[src/rtl/cache_cam_evict.sv]
// ---------------------------------------------------------------------------
// cache_cam_evict
//
// Fully associative CAM that manages cache pages. Each page holds a key, a
// data payload and a status (FREE / VALID / DONE). Requests go through a
// two-edge pipeline:
//   edge 1 : request captured into stage S1
//   cycle  : key compared against every non-FREE page, operation resolved
//   edge 2 : table written and response registered (rsp_valid for 1 cycle)
// Because the table is written at the same edge that the following request
// enters S1, back-to-back requests on one key see each other's effects
// without any forwarding path.
//
// A STORE that misses takes the lowest FREE page. If there is none, it
// ejects the lowest DONE page. If there is neither, it is rejected.
// Pages can also be freed one at a time (clr_en) or all at once (flush).
//
// Handshake: a request transfers on a rising clk edge where req_valid and
// req_ready are both high. req_ready depends only on flush state, never on
// req_valid, and is low while a flush is starting or running.
//
// Optional feature (macro CACHE_CAM_EVICT_STATS_EN): adds stats_clr and the
// saturating 32-bit counters hit_cnt, miss_cnt and evict_cnt.
//
// Ports
//   clk, rst            clock, synchronous active-high reset
//   req_valid/req_ready request handshake
//   req_cmd             0 NOP, 1 LOOKUP, 2 STORE, 3 ERASE, 4 DONE (5-7 NOP)
//   req_key, req_data   search key and STORE payload
//   clr_en, clr_page_addr  free one page at the next edge
//   flush_start, flush_busy  sequenced clear of every page
//   rsp_valid, rsp_cmd, rsp_hit, rsp_addr, rsp_data, rsp_status,
//   rsp_evict, rsp_evict_key, rsp_full   registered response
//   occupancy           number of non-FREE pages
//   stats_clr, hit_cnt, miss_cnt, evict_cnt   (only with the macro)
// ---------------------------------------------------------------------------
module cache_cam_evict #(
    parameter int PAGES      = 32,
    parameter int KEY_WIDTH  = 14,
    parameter int DATA_WIDTH = 8,
    parameter int AWIDTH     = $clog2(PAGES)
) (
    input  logic                  clk,
    input  logic                  rst,
    input  logic                  req_valid,
    output logic                  req_ready,
    input  logic [2:0]            req_cmd,
    input  logic [KEY_WIDTH-1:0]  req_key,
    input  logic [DATA_WIDTH-1:0] req_data,
    input  logic                  clr_en,
    input  logic [AWIDTH-1:0]     clr_page_addr,
    input  logic                  flush_start,
    output logic                  flush_busy,
`ifdef CACHE_CAM_EVICT_STATS_EN
    input  logic                  stats_clr,
    output logic [31:0]           hit_cnt,
    output logic [31:0]           miss_cnt,
    output logic [31:0]           evict_cnt,
`endif
    output logic                  rsp_valid,
    output logic [2:0]            rsp_cmd,
    output logic                  rsp_hit,
    output logic [AWIDTH-1:0]     rsp_addr,
    output logic [DATA_WIDTH-1:0] rsp_data,
    output logic [1:0]            rsp_status,
    output logic                  rsp_evict,
    output logic [KEY_WIDTH-1:0]  rsp_evict_key,
    output logic                  rsp_full,
    output logic [AWIDTH:0]       occupancy
);

    localparam logic [2:0] CMD_LOOKUP = 3'd1;
    localparam logic [2:0] CMD_STORE  = 3'd2;
    localparam logic [2:0] CMD_ERASE  = 3'd3;
    localparam logic [2:0] CMD_DONE   = 3'd4;

    localparam logic [1:0] ST_FREE  = 2'd0;
    localparam logic [1:0] ST_VALID = 2'd1;
    localparam logic [1:0] ST_DONE  = 2'd2;

    localparam logic [AWIDTH:0]   OCC_ONE  = {{AWIDTH{1'b0}}, 1'b1};
    localparam logic [AWIDTH-1:0] LAST_PG  = AWIDTH'(PAGES - 1);
    localparam logic [AWIDTH-1:0] ADDR_ONE = AWIDTH'(1);

    // Page table
    logic [KEY_WIDTH-1:0]  page_key  [PAGES];
    logic [DATA_WIDTH-1:0] page_data [PAGES];
    logic [1:0]            page_stat [PAGES];

    // Stage S1
    logic                  s1_valid;
    logic [2:0]            s1_cmd;
    logic [KEY_WIDTH-1:0]  s1_key;
    logic [DATA_WIDTH-1:0] s1_data;

    // Flush sequencer
    typedef enum logic {FL_IDLE, FL_RUN} flush_state_t;
    flush_state_t      flush_state;
    logic [AWIDTH-1:0] flush_cnt;

    assign req_ready = !flush_busy && !flush_start;

    always_ff @(posedge clk) begin
        if (rst) begin
            s1_valid <= 1'b0;
            s1_cmd   <= '0;
            s1_key   <= '0;
            s1_data  <= '0;
        end else begin
            s1_valid <= req_valid && req_ready;
            s1_cmd   <= req_cmd;
            s1_key   <= req_key;
            s1_data  <= req_data;
        end
    end

    // Parallel compare and free/done priority search (lowest index wins:
    // iterating downward lets the lowest matching index overwrite last).
    logic              match_hit, free_found, done_found;
    logic [AWIDTH-1:0] match_addr, free_addr, done_addr;

    always_comb begin
        match_hit  = 1'b0;
        match_addr = '0;
        free_found = 1'b0;
        free_addr  = '0;
        done_found = 1'b0;
        done_addr  = '0;
        for (int i = PAGES - 1; i >= 0; i--) begin
            if (page_stat[i] != ST_FREE && page_key[i] == s1_key) begin
                match_hit  = 1'b1;
                match_addr = AWIDTH'(i);
            end
            if (page_stat[i] == ST_FREE) begin
                free_found = 1'b1;
                free_addr  = AWIDTH'(i);
            end
            if (page_stat[i] == ST_DONE) begin
                done_found = 1'b1;
                done_addr  = AWIDTH'(i);
            end
        end
    end

    // Operation resolve: one table write plus the next response
    logic                  wr_en;
    logic [AWIDTH-1:0]     wr_addr;
    logic [KEY_WIDTH-1:0]  wr_key;
    logic [DATA_WIDTH-1:0] wr_data;
    logic [1:0]            wr_stat;
    logic                  alloc_inc, erase_dec;
    logic [2:0]            nx_cmd;
    logic                  nx_hit, nx_evict, nx_full;
    logic [AWIDTH-1:0]     nx_addr;
    logic [DATA_WIDTH-1:0] nx_data;
    logic [1:0]            nx_status;
    logic [KEY_WIDTH-1:0]  nx_evict_key;

    always_comb begin
        wr_en        = 1'b0;
        wr_addr      = '0;
        wr_key       = '0;
        wr_data      = '0;
        wr_stat      = ST_FREE;
        alloc_inc    = 1'b0;
        erase_dec    = 1'b0;
        nx_cmd       = s1_valid ? s1_cmd : 3'd0;
        nx_hit       = 1'b0;
        nx_addr      = '0;
        nx_data      = '0;
        nx_status    = ST_FREE;
        nx_evict     = 1'b0;
        nx_evict_key = '0;
        nx_full      = 1'b0;
        if (s1_valid) begin
            case (s1_cmd)
                CMD_LOOKUP: begin
                    if (match_hit) begin
                        nx_hit    = 1'b1;
                        nx_addr   = match_addr;
                        nx_data   = page_data[match_addr];
                        nx_status = page_stat[match_addr];
                    end
                end
                CMD_STORE: begin
                    if (match_hit || free_found || done_found) begin
                        wr_en     = 1'b1;
                        wr_key    = s1_key;
                        wr_data   = s1_data;
                        wr_stat   = ST_VALID;
                        nx_data   = s1_data;
                        nx_status = ST_VALID;
                        if (match_hit) begin
                            wr_addr = match_addr;
                            nx_hit  = 1'b1;
                        end else if (free_found) begin
                            wr_addr   = free_addr;
                            alloc_inc = 1'b1;
                        end else begin
                            // Ejecting a DONE page leaves occupancy unchanged
                            wr_addr      = done_addr;
                            nx_evict     = 1'b1;
                            nx_evict_key = page_key[done_addr];
                        end
                        nx_addr = wr_addr;
                    end else begin
                        nx_full = 1'b1;
                    end
                end
                CMD_ERASE: begin
                    if (match_hit) begin
                        wr_en     = 1'b1;
                        wr_addr   = match_addr;
                        erase_dec = 1'b1;
                        nx_hit    = 1'b1;
                        nx_addr   = match_addr;
                    end
                end
                CMD_DONE: begin
                    if (match_hit) begin
                        wr_en     = 1'b1;
                        wr_addr   = match_addr;
                        wr_key    = page_key[match_addr];
                        wr_data   = page_data[match_addr];
                        wr_stat   = ST_DONE;
                        nx_hit    = 1'b1;
                        nx_addr   = match_addr;
                        nx_data   = page_data[match_addr];
                        nx_status = ST_DONE;
                    end
                end
                default: ;
            endcase
        end
    end

    // A direct clear is dropped when S1 writes the same page this cycle
    logic clr_apply, clr_dec, flush_dec;
    assign clr_apply = clr_en && !flush_busy && !(wr_en && wr_addr == clr_page_addr);
    assign clr_dec   = clr_apply && page_stat[clr_page_addr] != ST_FREE;
    assign flush_dec = flush_busy && page_stat[flush_cnt] != ST_FREE;

    logic [AWIDTH:0] occ_next;
    always_comb begin
        occ_next = occupancy;
        if (alloc_inc) occ_next = occ_next + OCC_ONE;
        if (erase_dec) occ_next = occ_next - OCC_ONE;
        if (clr_dec)   occ_next = occ_next - OCC_ONE;
        if (flush_dec) occ_next = occ_next - OCC_ONE;
    end

    always_ff @(posedge clk) begin
        if (rst) begin
            for (int i = 0; i < PAGES; i++) begin
                page_key[i]  <= '0;
                page_data[i] <= '0;
                page_stat[i] <= ST_FREE;
            end
            occupancy <= '0;
        end else begin
            if (flush_busy) begin
                page_key[flush_cnt]  <= '0;
                page_data[flush_cnt] <= '0;
                page_stat[flush_cnt] <= ST_FREE;
            end else if (clr_apply) begin
                page_key[clr_page_addr]  <= '0;
                page_data[clr_page_addr] <= '0;
                page_stat[clr_page_addr] <= ST_FREE;
            end
            if (wr_en) begin
                page_key[wr_addr]  <= wr_key;
                page_data[wr_addr] <= wr_data;
                page_stat[wr_addr] <= wr_stat;
            end
            occupancy <= occ_next;
        end
    end

    always_ff @(posedge clk) begin
        if (rst) begin
            rsp_valid     <= 1'b0;
            rsp_cmd       <= '0;
            rsp_hit       <= 1'b0;
            rsp_addr      <= '0;
            rsp_data      <= '0;
            rsp_status    <= ST_FREE;
            rsp_evict     <= 1'b0;
            rsp_evict_key <= '0;
            rsp_full      <= 1'b0;
        end else begin
            rsp_valid     <= s1_valid;
            rsp_cmd       <= nx_cmd;
            rsp_hit       <= nx_hit;
            rsp_addr      <= nx_addr;
            rsp_data      <= nx_data;
            rsp_status    <= nx_status;
            rsp_evict     <= nx_evict;
            rsp_evict_key <= nx_evict_key;
            rsp_full      <= nx_full;
        end
    end

    // Flush FSM. flush_start is only blocked from requests, so the request
    // already in S1 drains at the edge that raises flush_busy; page 0 is
    // cleared at the following edge.
    always_ff @(posedge clk) begin
        if (rst) begin
            flush_state <= FL_IDLE;
            flush_busy  <= 1'b0;
            flush_cnt   <= '0;
        end else begin
            case (flush_state)
                FL_IDLE: begin
                    if (flush_start) begin
                        flush_state <= FL_RUN;
                        flush_busy  <= 1'b1;
                        flush_cnt   <= '0;
                    end
                end
                FL_RUN: begin
                    if (flush_cnt == LAST_PG) begin
                        flush_state <= FL_IDLE;
                        flush_busy  <= 1'b0;
                        flush_cnt   <= '0;
                    end else begin
                        flush_cnt <= flush_cnt + ADDR_ONE;
                    end
                end
                default: begin
                    flush_state <= FL_IDLE;
                    flush_busy  <= 1'b0;
                    flush_cnt   <= '0;
                end
            endcase
        end
    end

`ifdef CACHE_CAM_EVICT_STATS_EN
    logic hit_inc, miss_inc;
    assign hit_inc  = s1_valid && (s1_cmd == CMD_LOOKUP || s1_cmd == CMD_STORE) && match_hit;
    assign miss_inc = s1_valid && (s1_cmd == CMD_LOOKUP || s1_cmd == CMD_STORE) && !match_hit;

    always_ff @(posedge clk) begin
        if (rst || stats_clr) begin
            hit_cnt   <= '0;
            miss_cnt  <= '0;
            evict_cnt <= '0;
        end else begin
            if (hit_inc && hit_cnt != '1)     hit_cnt   <= hit_cnt + 32'd1;
            if (miss_inc && miss_cnt != '1)   miss_cnt  <= miss_cnt + 32'd1;
            if (nx_evict && evict_cnt != '1)  evict_cnt <= evict_cnt + 32'd1;
        end
    end
`endif

endmodule

[config.mk]
export PLATFORM = sky130hd
export DESIGN_NAME = cache_cam_evict
export DESIGN_NICKNAME = d
export VERILOG_FILES = /design/src/rtl/cache_cam_evict.sv
export SDC_FILE = /design/constraint.sdc
export NUM_CORES = 2
export LEC_CHECK = 0
export CORE_ASPECT_RATIO = 1.75
export CORE_UTILIZATION = 60
export DETAILED_ROUTE_END_ITERATION = 12
export PLACE_DENSITY = 0.77
export RECOVER_POWER = 100
export SLEW_MARGIN = 10
export SYNTH_ARGS = -nofsm -noshare
export SYNTH_HDL_FRONTEND = slang
export SYNTH_SLANG_ARGS = --single-unit
[constraint.sdc]
create_clock -name clk -period 16.75 [get_ports clk]
set_input_delay 4.1875 -clock clk [delete_from_list [all_inputs] [get_ports clk]]
set_output_delay 4.1875 -clock clk [all_outputs]
set_load 0.03 [all_outputs]
# Word-level counts from Yosys, hierarchy flattened
# Memory sizes are Yosys's and may differ from the RTL's. A register that Yosys moved wholly into a read port is not among the register bits.
# Index checks and enable logic that the tools add are counted.
# W data, S select, Z words.
[totals]
register_bits = 61
latch_bits = 0
mem_bits_rw = 768
romBits = 0
inputBits = 35
elab_cells = 510
mem_count = 3
[memory_table]
columns = ["memory", "words", "word_bits", "read_ports", "rd_ports_with_merged_regs", "wr", "line", "text"]
rows = [
  ["page_key", 32, 14, 34, 1, 32, "86", "logic [KEY_WIDTH-1:0] page_key [PAGES];"],
  ["page_data", 32, 8, 1, 0, 32, "87", "logic [DATA_WIDTH-1:0] page_data [PAGES];"],
  ["page_stat", 32, 2, 35, 1, 32, "88", "logic [1:0] page_stat [PAGES];"],
]
[op_classes]
addsub = 5
multipliers = 0
n_div = 0
magnitude_cmp = 0
eq_ne = 72
shifts = 0
mux = 283
bitwise_logic = 4
reduce_logical = 127
[op_table]
columns = ["cell", "n"]
rows = [
  ["$mux W5", 114],
  ["$eq A14 B14 Y1", 32],
  ["$mux W1", 135],
  ["$mux W14", 6],
  ["$reduce_bool A2 Y1", 34],
  ["$eq A2 B2 Y1 const B", 32],
  ["$logic_not A2 Y1", 32],
  ["$mux W8", 6],
  ["$reduce_or A14 Y1", 3],
  ["$logic_and A1 B1 Y1", 39],
  ["$pmux W8 S2", 2],
  ["$pmux W5 S2", 3],
  ["$pmux W14 S2", 1],
  ["$mux W6", 4],
  ["$reduce_or A8 Y1", 3],
  ["$sub A6 B1 Y6 const B", 3],
  ["$mux W2", 6],
  ["$reduce_or A2 Y1", 6],
  ["$pmux W1 S2", 4],
  ["$add A6 B1 Y6 const B", 1],
  ["$eq A3 B2 Y1 const B", 2],
  ["$pmux W2 S3", 1],
  ["$reduce_or A3 Y1", 2],
  ["$reduce_or A6 Y1", 1],
  ["other kinds (13)", 19],
]

# Logic depth before layout (Yosys ltp)
# An unclocked memory read counts as a cell.
[depth]
ltp_word = 50
ltp_mapped = 23
mapped_depth_nobuf = 18

# Least setup slack after synthesis
# No wires, ideal clock.
[synth_path]
path_kind = "input-to-output"
startpoint = "input flush_start"
endpoint = "output req_ready"
arrival_ns = 4.609
required_time_ns = 12.562
slack_ns = 7.953
path_stages = 1
cell_sequence = "nor2_1"
[synth_via]
elab_chain_len = 2
[synth_rtl]
columns = ["item", "line", "text"]
rows = [
  ["start: declaration", "52", "input logic flush_start,"],
  ["$logic_not A1 Y1", "101", "assign req_ready = !flush_busy && !flush_start;"],
  ["$logic_and A1 B1 Y1", "101", ""],
  ["end: declaration", "46", "output logic req_ready,"],
]
# No other way between the ends.

==> results.ini <==
[run_status]
outcome=finished, violations left
failed_checks=design-rule violations, max-capacitance violations, max-slew violations

[routing]
route.detailed.drc=2
first_pass_iters=11
routedWlPerCell_um=36.0
final_wirelength_mm=220
vias_post_dr=44100
drt_first_iter_violations=6311
antenna_left=0
drt-vias-per-instance=7.21

[finish]
final_cell_mix=825 x sky130_fd_sc_hd__nor2_1, 768 x sky130_fd_sc_hd__edfxtp_1, 403 x sky130_fd_sc_hd__mux2i_1
finish.cell_count_without_fillers=6112
fraction_of_layout_instances_using_a_drive_strength_above_1_pct=10.8
num-nets-final=4934
final_cell_area_um2=55900
syn2layout_area_growth_pct=7.06
most_common_library_cell_in_the_layout_ignoring_fill_and_taps=sky130_fd_sc_hd__nor2_1

[synth]
synth-edff-count=768
mappedNetlistNets=5067
synth-seq-area-share_pct=47.2
synth.distinct_cells=80
avgSynthCellArea_um2=10.4
ys_seq_elements=848
yosysWarnings=0
netlist_area_um2=52200
syn-instance-count=5026
synthArstFlopShare_pct=0
primary_flip_flop_cell_chosen_by_synthesis_mapping=sky130_fd_sc_hd__edfxtp_1

[clocking]
master_cell_of_the_clock_root_buffer=sky130_fd_sc_hd__clkbuf_16
cts.sinks=848
clockBufferDepth=3
cts-hold-fix-buffers=0
postCtsSetupRepairBufs=0
clock_tree_from_tritoncts=built
number_of_clock_buffers_inserted_by_tritoncts=79
ctsResizeCount=0
insertion_delay_of_the_later_clocked_pin_in_the_worst_skew_pair_ns=0.74
cts_max_level=3
clock_pin_transition_on_the_worst_setup_and_hold_timing_paths_ns=0.07

[grt]
grt_resource_usage_total_pct=50.1
grt_first_pass_wirelength_mm=305
grt_start_max_net_pins=133
overflow=0
via_count_of_the_first_global_routing_pass=42200
antenna_found_initial=12

[timing]
finClkSkew_ns=0.0565
rsz0062_at_grt=false
period_minus_slack_ns=13.46
setup_total_negative_slack_ns=0
maxSlewViolCount=992
report.final.hold_viol_count=0
fmaxAchievable_ghz=0.0743
period_share_pct=80.3
tightestPinTransition_ns=3.10
layout_setup_ws_ns=3.29
timing.final.setup_violations=0
relSlewSlack_pct=-106

[power]
combinationalPowerShare_pct=15.1
clkPwrFrac_pct=36.7
vdd_ir_drop_max_mv=0.0922
power_report.internal_total_mw=3.64
power.switching_fraction_pct=28.9
power.density_cell_area_nw_per_um2=91.6
p_total_mw=5.12
power.sequential.fraction_pct=48.2
power.net_switching_mw=1.48
leakagePower_nw=17.8

[floorplan]
fp.dieW_um=225
placeableCoreArea_um2=85800
io_pins=79
initial_core_utilization_pct=60.8
floorplan_die_area_um2=88200
placement_rows=142
die_height_um=392

[place]
dp_hpwl_mm=152
placed_cell_area_um2=53500
gp_congestion=1.10
portBuffers=78
dpl_worst_slack_ns=7.00
numPlacedInstances=5959

[setup_path]
worstPathArrival_ns=13.63
timing.critical_path.to_type=register
timing.critical_path.from_type=register
cp_max_fo=43
worst-setup-path-type=reg2reg
critical_path_required_ns=16.92

[hold_path]
holdCritPathClass=reg2reg

[flow_run]
max_cap_viol_count=39

[stage by stage]
step,utilization (%),hold WS [ns]
floorplan,-,0.445
global placement,62.3,0.505
detailed placement,62.3,0.494
CTS,65.3,0.513
global route,65.1,0.556
finish,65.1,0.521
[power by group through the flow]
stage	Sequential, mW	Clock (mW)	Combinational [mW]
finish	2.47	1.88	0.774
global route	2.47	1.95	0.787
CTS	2.46	1.87	0.732
detailed placement	2.50	0	0.730
global placement	2.50	0	0.724
floorplan	2.47	0	0.469
[cell families after synthesis]
logic type                 Yosys count  synth area share, %
AOI/OAI and AO/OA                  762                 10.2
xor gates and xnor gates           464                 7.79
adders and majority gates            6                0.144
buffers and inverters              447                 4.43
DFF                                848                 47.2
muxes                              547                 11.9
and+or+nand+nor                   1952                 18.2
[registers in the layout, summed over array words and instances, names as in the netlist, 2 cells and up, named ones only]
register	flops
flush_cnt	5
occupancy	6
page_data	256
page_key	448
page_stat	64
rsp_addr	5
rsp_cmd	3
rsp_data	8
rsp_evict_key	14
rsp_status	2
s1_cmd	3
s1_data	8
s1_key	14
[final cells by class]
class | count | area (um^2)
repair buffers | 215 | 1650
flip-flops and latches | 848 | 24700
fillers | 7019 | 29900
clock inverters | 47 | 537
inverters | 18 | 67.6
clock buffers | 96 | 2080
diodes | 5 | 12.5
well taps | 1152 | 1440
multi-input cells | 3731 | 25400
[cell usage after synthesis, types with 36 or more instances]
| master | n | area [um^2] |
|---|---|---|
| sky130_fd_sc_hd__buf_6 | 36 | 405 |
| sky130_fd_sc_hd__nand2_1 | 298 | 1120 |
| sky130_fd_sc_hd__a311oi_1 | 57 | 499 |
| sky130_fd_sc_hd__buf_1 | 38 | 143 |
| sky130_fd_sc_hd__nand4_1 | 125 | 782 |
| sky130_fd_sc_hd__nor2b_1 | 136 | 851 |
| sky130_fd_sc_hd__nor2_1 | 809 | 3040 |
| sky130_fd_sc_hd__dfxtp_1 | 80 | 1600 |
| sky130_fd_sc_hd__clkbuf_1 | 189 | 709 |
| sky130_fd_sc_hd__nor3_1 | 60 | 300 |
| sky130_fd_sc_hd__nor4_1 | 127 | 795 |
| sky130_fd_sc_hd__xor2_1 | 174 | 1520 |
| sky130_fd_sc_hd__edfxtp_1 | 768 | 23100 |
| sky130_fd_sc_hd__a21oi_1 | 184 | 921 |
| sky130_fd_sc_hd__mux2_2 | 91 | 1020 |
| sky130_fd_sc_hd__a211oi_1 | 201 | 1510 |
| sky130_fd_sc_hd__nand3_1 | 52 | 260 |
| sky130_fd_sc_hd__mux2i_1 | 405 | 4050 |
| sky130_fd_sc_hd__o21ai_0 | 75 | 375 |
| sky130_fd_sc_hd__nor2_2 | 121 | 757 |
| sky130_fd_sc_hd__buf_2 | 104 | 521 |
| sky130_fd_sc_hd__mux4_2 | 51 | 1150 |
| sky130_fd_sc_hd__and3_1 | 66 | 413 |
| sky130_fd_sc_hd__xnor2_1 | 290 | 2540 |
| sky130_fd_sc_hd__buf_4 | 61 | 458 |
[routing by layer]
metal / GRT usage (%) / routed length [um] / share of wire, %
met2: 77.3 / 98400 / 45
met5: 0 / 46 / 0.021
met3: 15.3 / 26000 / 12
met4: 50.6 / 28000 / 13
met1: 53.5 / 67900 / 31
[critical path, stage by stage, from the launching register on]
cell and delay, ns:
sky130_fd_sc_hd__dfxtp_1 1.70, sky130_fd_sc_hd__clkbuf_1 1.33, sky130_fd_sc_hd__xnor2_1 0.25, sky130_fd_sc_hd__nand4_1 0.16, sky130_fd_sc_hd__nor4_2 0.81, sky130_fd_sc_hd__a2111oi_0 0.23
sky130_fd_sc_hd__nor3_1 0.56, sky130_fd_sc_hd__o311a_1 1.40, sky130_fd_sc_hd__clkbuf_1 1.58, sky130_fd_sc_hd__clkbuf_1 2.05, sky130_fd_sc_hd__o21ai_0 0.68, sky130_fd_sc_hd__nor3b_1 0.33
sky130_fd_sc_hd__clkbuf_1 0.43, sky130_fd_sc_hd__a221o_1 0.46, sky130_fd_sc_hd__clkbuf_1 0.79
[final timing paths]
path | startpoint | end | slack, ns | cells after the start
setup reg to reg | s1_key[4] | page_key[18][2] | 3.29 | 14
hold / removal | s1_data[5] | rsp_data[5] | 0.52 | 2
setup / recovery | s1_key[4] | page_key[18][2] | 3.29 | 14
hold reg to reg | s1_data[5] | rsp_data[5] | 0.52 | 2
Power figures use the tool's default switching activity.
